<file path="src/rtl/sp_stage_seq.sv">
// Frame sequencer for the SP datapath. It loads one frame, runs the stages selected by the
// mode one after another, and then streams the frame out. It also drives the ICG enables.
module sp_stage_seq #(
    parameter int FRAME_LEN = 9,
    parameter int IDX_W     = 4,
    parameter int NUM_STG   = 3,
    parameter int STG_CYC   = 2
) (
    input  logic               clk,
    input  logic               rst_n,
    input  logic               in_valid,
    input  logic               cg_en,
    input  logic [NUM_STG-1:0] in_mode,
    output logic               ld_en,
    output logic [IDX_W-1:0]   ld_idx,
    output logic [NUM_STG-1:0] mode_q,
    output logic [NUM_STG-1:0] stg_act,
    output logic               stg_first,
    output logic               rd_en,
    output logic [IDX_W-1:0]   rd_idx,
    output logic               out_last,
    output logic               busy,
    output logic               frame_err,
    output logic [NUM_STG+1:0] gate_en
);

    localparam int CYC_W = (STG_CYC > 1) ? $clog2(STG_CYC) : 1;
    localparam int STG_W = (NUM_STG > 1) ? $clog2(NUM_STG) : 1;
    localparam logic [IDX_W-1:0] LAST_IDX = IDX_W'(FRAME_LEN - 1);
    localparam logic [CYC_W-1:0] LAST_CYC = CYC_W'(STG_CYC - 1);

    typedef enum logic [1:0] {S_IDLE, S_LOAD, S_STG, S_OUT} state_t;

    state_t             state_q, state_d;
    logic [STG_W-1:0]   stg_q, stg_d;
    logic [CYC_W-1:0]   cyc_q, cyc_d;
    logic [IDX_W-1:0]   ld_idx_q, ld_idx_d;
    logic [IDX_W-1:0]   rd_idx_q, rd_idx_d;
    logic [NUM_STG-1:0] mode_d;
    logic [NUM_STG-1:0] stg_act_q, stg_act_d;
    logic               stg_first_q, stg_first_d;
    logic               rd_en_q, rd_en_d;
    logic               out_last_q, out_last_d;
    logic               busy_q, busy_d;
    logic               frame_err_q, frame_err_d;
    logic [STG_W:0]     first_sel, next_sel;

    // Returns {found, index} of the lowest selected stage at or above 'from'.
    function automatic logic [STG_W:0] find_stage(input logic [NUM_STG-1:0] mode, input int from);
        logic [STG_W:0] res;
        res = '0;
        for (int k = NUM_STG - 1; k >= 0; k--) begin
            if (mode[k] && (k >= from)) begin
                res = {1'b1, STG_W'(k)};
            end
        end
        return res;
    endfunction

    always_comb begin
        state_d     = state_q;
        stg_d       = stg_q;
        cyc_d       = cyc_q;
        ld_idx_d    = ld_idx_q;
        rd_idx_d    = rd_idx_q;
        mode_d      = mode_q;
        frame_err_d = 1'b0;
        ld_en       = 1'b0;
        first_sel   = find_stage(mode_q, 0);
        next_sel    = find_stage(mode_q, int'(stg_q) + 1);

        case (state_q)
            S_IDLE: begin
                if (in_valid && rst_n) begin
                    ld_en    = 1'b1;
                    mode_d   = in_mode;
                    ld_idx_d = IDX_W'(1);
                    state_d  = S_LOAD;
                end
            end
            S_LOAD: begin
                if (!in_valid) begin
                    state_d     = S_IDLE;
                    ld_idx_d    = '0;
                    frame_err_d = 1'b1;
                end else begin
                    ld_en = 1'b1;
                    if (ld_idx_q == LAST_IDX) begin
                        if (first_sel[STG_W]) begin
                            state_d = S_STG;
                            stg_d   = first_sel[STG_W-1:0];
                            cyc_d   = '0;
                        end else begin
                            state_d = S_OUT;
                        end
                    end else begin
                        ld_idx_d = ld_idx_q + IDX_W'(1);
                    end
                end
            end
            S_STG: begin
                if (cyc_q == LAST_CYC) begin
                    cyc_d = '0;
                    if (next_sel[STG_W]) begin
                        stg_d = next_sel[STG_W-1:0];
                    end else begin
                        state_d = S_OUT;
                    end
                end else begin
                    cyc_d = cyc_q + CYC_W'(1);
                end
            end
            S_OUT: begin
                if (rd_idx_q == LAST_IDX) begin
                    state_d  = S_IDLE;
                    rd_idx_d = '0;
                    ld_idx_d = '0;
                end else begin
                    rd_idx_d = rd_idx_q + IDX_W'(1);
                end
            end
            default: state_d = S_IDLE;
        endcase

        // Moore outputs are decoded from the next state so they appear registered.
        stg_act_d   = (state_d == S_STG) ? (NUM_STG'(1) << stg_d) : '0;
        stg_first_d = (state_d == S_STG) && (cyc_d == '0);
        rd_en_d     = (state_d == S_OUT);
        out_last_d  = (state_d == S_OUT) && (rd_idx_d == LAST_IDX);
        busy_d      = (state_d != S_IDLE);
    end

    always_comb begin
        gate_en[0] = ~cg_en | ld_en;
        for (int k = 0; k < NUM_STG; k++) begin
            gate_en[k+1] = ~cg_en | stg_act_q[k] | ((state_d == S_STG) && (stg_d == STG_W'(k)));
        end
        gate_en[NUM_STG+1] = ~cg_en | rd_en_q | (state_d == S_OUT);
    end

    always_ff @(posedge clk or negedge rst_n) begin
        if (!rst_n) begin
            state_q     <= S_IDLE;
            stg_q       <= '0;
            cyc_q       <= '0;
            ld_idx_q    <= '0;
            rd_idx_q    <= '0;
            mode_q      <= '0;
            stg_act_q   <= '0;
            stg_first_q <= 1'b0;
            rd_en_q     <= 1'b0;
            out_last_q  <= 1'b0;
            busy_q      <= 1'b0;
            frame_err_q <= 1'b0;
        end else begin
            state_q     <= state_d;
            stg_q       <= stg_d;
            cyc_q       <= cyc_d;
            ld_idx_q    <= ld_idx_d;
            rd_idx_q    <= rd_idx_d;
            mode_q      <= mode_d;
            stg_act_q   <= stg_act_d;
            stg_first_q <= stg_first_d;
            rd_en_q     <= rd_en_d;
            out_last_q  <= out_last_d;
            busy_q      <= busy_d;
            frame_err_q <= frame_err_d;
        end
    end

    assign ld_idx    = ld_idx_q;
    assign rd_idx    = rd_idx_q;
    assign stg_act   = stg_act_q;
    assign stg_first = stg_first_q;
    assign rd_en     = rd_en_q;
    assign out_last  = out_last_q;
    assign busy      = busy_q;
    assign frame_err = frame_err_q;

endmodule
</file>
<file path="config.mk">
export PLATFORM = sky130hd
export DESIGN_NAME = sp_stage_seq
export DESIGN_NICKNAME = d
export VERILOG_FILES = /design/src/rtl/sp_stage_seq.sv
export SDC_FILE = /design/constraint.sdc
export NUM_CORES = 1
export LEC_CHECK = 0
export ABC_CLOCK_PERIOD_IN_PS = 2200
export CAP_MARGIN = 30
export CORE_ASPECT_RATIO = 0.75
export CORE_MARGIN = 2
export CORE_UTILIZATION = 44
export CTS_BUF_LIST = sky130_fd_sc_hd__clkbuf_16
export CTS_CLUSTER_SIZE = 14
export DETAILED_ROUTE_END_ITERATION = 7
export GPL_ROUTABILITY_DRIVEN = 0
export HOLD_SLACK_MARGIN = 0.06
export PLACE_DENSITY = 0.85
export SETUP_SLACK_MARGIN = 0.4
export SLEW_MARGIN = 30
export SYNTH_ARGS = -nofsm -noshare
export SYNTH_HDL_FRONTEND = slang
export SYNTH_SLANG_ARGS = --single-unit
export TNS_END_PERCENT = 20
</file>
<file path="constraint.sdc">
create_clock -name clk -period 2.2 [get_ports clk]
set_input_delay 0.44 -clock clk [delete_from_list [all_inputs] [get_ports clk]]
set_output_delay 0.44 -clock clk [all_outputs]
set_load 0.03 [all_outputs]
</file>
==> results.md <==
- Status: complete, but fails checks
- Violated checks: setup timing
- Overall power after layout: ~4.3 mW
- Max Cap Viol: 0
- Post-synth top area share: 0.430
- WL per Instance: 21.7 um
- Mean Syn Cell Area: roughly 9.8 um^2
- Die width: 69.0 um
- Most frequent cells in the layout: buf_4 (48), dfrtp_1 (19), nand2_1 (12), clkdlybuf4s50_1 (12), dlygate4sd2_1 (12)
- Reg2reg start: mode_q[1]$_DFFE_PN0P_
- M3 GR Usage: 0.0481
- Core area: about 0.003 mm^2
- DRT iter0 DRCs: approximately 180
- Post-Synth XOR/XNOR Area: 0
- Final Cycle Share: 1.32
- Post-Synth Simple-Gate Area: 0.202
- Synth Instances: between 100 and 150
- Global route total overflow: 0
- Pre-CTS setup slack: -667 ps
- Int Pwr: between 2 and 2.5 mW
- Met1 GRT Util: 0.345
- First-pass DRT Iterations: 4
- Tightest Pin Transition: approximately 440 ps
- Post-DR vias/cell: a little under 6
- Worst IR Drop VDD: ~2.1 mV
- Nets@finish: approximately 250
- Switching part of the total: 0.472
- Adder-Cell Fraction of Synth Area: 0.0717
- Most common cell after layout, fill and taps aside: buf_4
- Starting Density: 0.468
- FMAX: roughly 0.34 GHz
- Unique masters post-synth: 43
- NetSw: 2.02 mW
- Comb pwr share: 0.727
- FF+latch count, synth: 24
- Clock share of power: 0.095
- Clock Tree Buf Depth: 2
- H-tree levels: 1
- Largest net degree at the start of global routing: 14
- Clock Skews: approximately 9 ps
- Tmin final: between 2000 and 3000 ps
- Area Overhead vs Synth: 79.3%
- DRC: 0
- Share of cells above drive strength 1: 0.485
- FF-to-FF setup slack: -20 ps
- Reg power frac: 0.178
- Leakage: approximately 1.2 nW
- Largest area contributor in the synthesized netlist: dfrtp_1
- Mux contribution to synthesized area: 0.0314
- Req. time, crit path: about 1800 ps
- DP Wirelength: approximately 3100 um
- Worst setup SP type: register
- Diode count: 0
- Number of port buffers: 31
- Row Count: 17
- Vias in the first global route: between 1500 and 2000
- Total Neg Setup Slack: -2430 ps
- Final Hold Violating Endpoints: 0
- Worst hold path class: in -> async
- WS Path Type: reg -> out
- FF-to-FF End: stg_act[2]$_DFF_PN0_
- Root Driver: clkbuf_16
- Global-route wire length before repair: between 7000 and 8000 um
- Drt total wl: roughly 5800 um
- Clock net sink count: 24
- Worst setup margin: -702 ps
- CP Capture Type: output port
- Final setup viols: 6
- Max FO, Critical Path: 4
- Largest cells by area after synthesis: dfrtp_1 (43%), ha_1 (7.2%), o21ai_0 (4.3%)
- Global-route usage over all layers: 0.280
- Setup repair after global routing missed its margin: yes
- Synthesized area: approximately 0.0014 mm^2
- Die height: around 53 um
- Worst Path Arrival: 2460 ps
- Synth Area in Compound Gates: 0.215
- Most used routing layer: met2
- Combinational family with the most area after synthesis: compound AO/OA/AOI/OAI gates
- Post-synthesis sequential area ratio: 0.430
- Via count: 1582
- Pwr/cell area: ~1700 mW/mm^2
- Initial antenna violation count: 0
- CTS tree: built
- Total CTS buffers: 3
- Worst r2r path cells: 8
- M2 GR Usage: 0.473
- Max_slew headroom: 0.708
- IO Count: 32
- Synth warnings: 0
- Die area: between 0.003 and 0.004 mm^2
- Syn_nets: 157
- Post-DRT Antenna Nets: 0
- Clock Pin Slew Worst Setup and Hold Paths: roughly 70 ps
- Pins Over Slew Limit: 0
- Worst skew pair latency: between 200 and 300 ps
==> per-layer routing <==
| layer | wire length, um | up-vias |
|---|---|---|
| met5 | 0 | - |
| met4 | 350 | 0 |
| met3 | 441 | 33 |
| met2 | 2680 | 91 |
| met1 | 2310 | 774 |
| li1 | - | 684 |
==> flip-flops by register name, indices dropped and copies added (netlist names), 2 cells and up <==
register / count
ld_idx: 4
mode_q: 3
rd_idx: 4
state_q: 2
stg_act: 3
stg_q: 2
==> power groups by stage <==
stage	logic [mW]	clock network, mW	registers, mW
after floorplan	1.14	0	1.02
after global placement	2.38	0	0.731
after detailed placement	2.50	0	0.745
after CTS	2.76	0.402	0.732
after global routing	3.25	0.426	0.767
final	3.11	0.406	0.759
==> cells by family after synthesis <==
logic type	Yosys count
and+or+nand+nor	51
AOI/OAI and AO/OA	38
DFF	24
buffers and inverters	17
adders and majority gates	8
muxes	4
==> worst max-delay path: stages, from the launching register on <==
cell and delay (ps):
dfrtp_2 420, and2b_1 190, buf_4 150, a32o_1 280
a32oi_1 230, and2_4 210, clkinvlp_4 150, o41ai_4 380
buf_6 190
==> final cells by class <==
type                    instances  area (um^2)
flip-flops and latches         24          607
multi-input cells             101          910
inverters                      13         57.6
well taps                      38         47.5
fillers                       144          477
repair buffers                 87          801
clock inverters                 1         3.75
clock buffers                   3         75.1
==> timing repair <==
action | 4_1_cts | 5_1_grt
pin swaps | 7 | 6
setup endpoints to repair | 30 | 21
hold buffers | 0 | 0
resized for setup | 39 | 18
hold endpoints to repair | 0 | 0
buffers inserted | 10 | 3
gates cloned | 1 | 0
==> synthesized netlist by cell type <==
library cell,instances
o21ai_0,12
a2bb2oi_1,1
a21oi_1,4
nand2_1,14
clkbuf_1,2
a32oi_1,1
buf_2,2
nor3_1,3
nand2_2,1
nor2b_1,4
or2_2,2
a21o_1,1
and2b_1,1
o211ai_1,2
inv_1,12
o21bai_1,1
dfrtp_1,24
ha_1,8
o31ai_1,1
nand3b_4,1
o21ai_2,1
o41ai_4,1
nor2_2,1
o2bb2ai_1,1
nand3_1,6
o22ai_1,1
and3b_1,1
and2_1,2
a32o_1,1
o21a_1,1
o211a_1,1
nor2_1,7
mux2_2,3
inv_4,1
nor3b_1,1
nor4_1,3
a211oi_1,1
and4b_1,1
mux2i_1,1
a31oi_1,2
a22o_1,2
nand3b_1,3
o41ai_2,3
==> stage by stage <==
stage	utilization	hold slack [ps]	instances	cell area, um^2
2_1_floorplan	-	144	142	1480
3_5_place_dp	0.715	571	249	2130
5_1_grt	0.840	364	267	2500
4_1_cts	0.811	328	264	2410
3_3_place_gp	0.715	550	249	2130
6_report	0.840	347	267	2500
==> worst max path at each step <==
| stage | startpoint | endpoint | cells past startpoint |
|---|---|---|---|
| after detailed placement | in_valid | gate_en[4] | 6 |
| after CTS | ld_idx[1]$_DFFE_PN0P_ | gate_en[1] | 10 |
| after global routing | ld_idx[0]$_DFFE_PN0P_ | gate_en[3] | 10 |
| after global placement | in_valid | gate_en[4] | 6 |
| after floorplan | ld_idx[0]$_DFFE_PN0P_ | gate_en[1] | 8 |
| final | mode_q[1]$_DFFE_PN0P_ | gate_en[3] | 8 |
No activity file was read; power rests on OpenSTA's default activity.
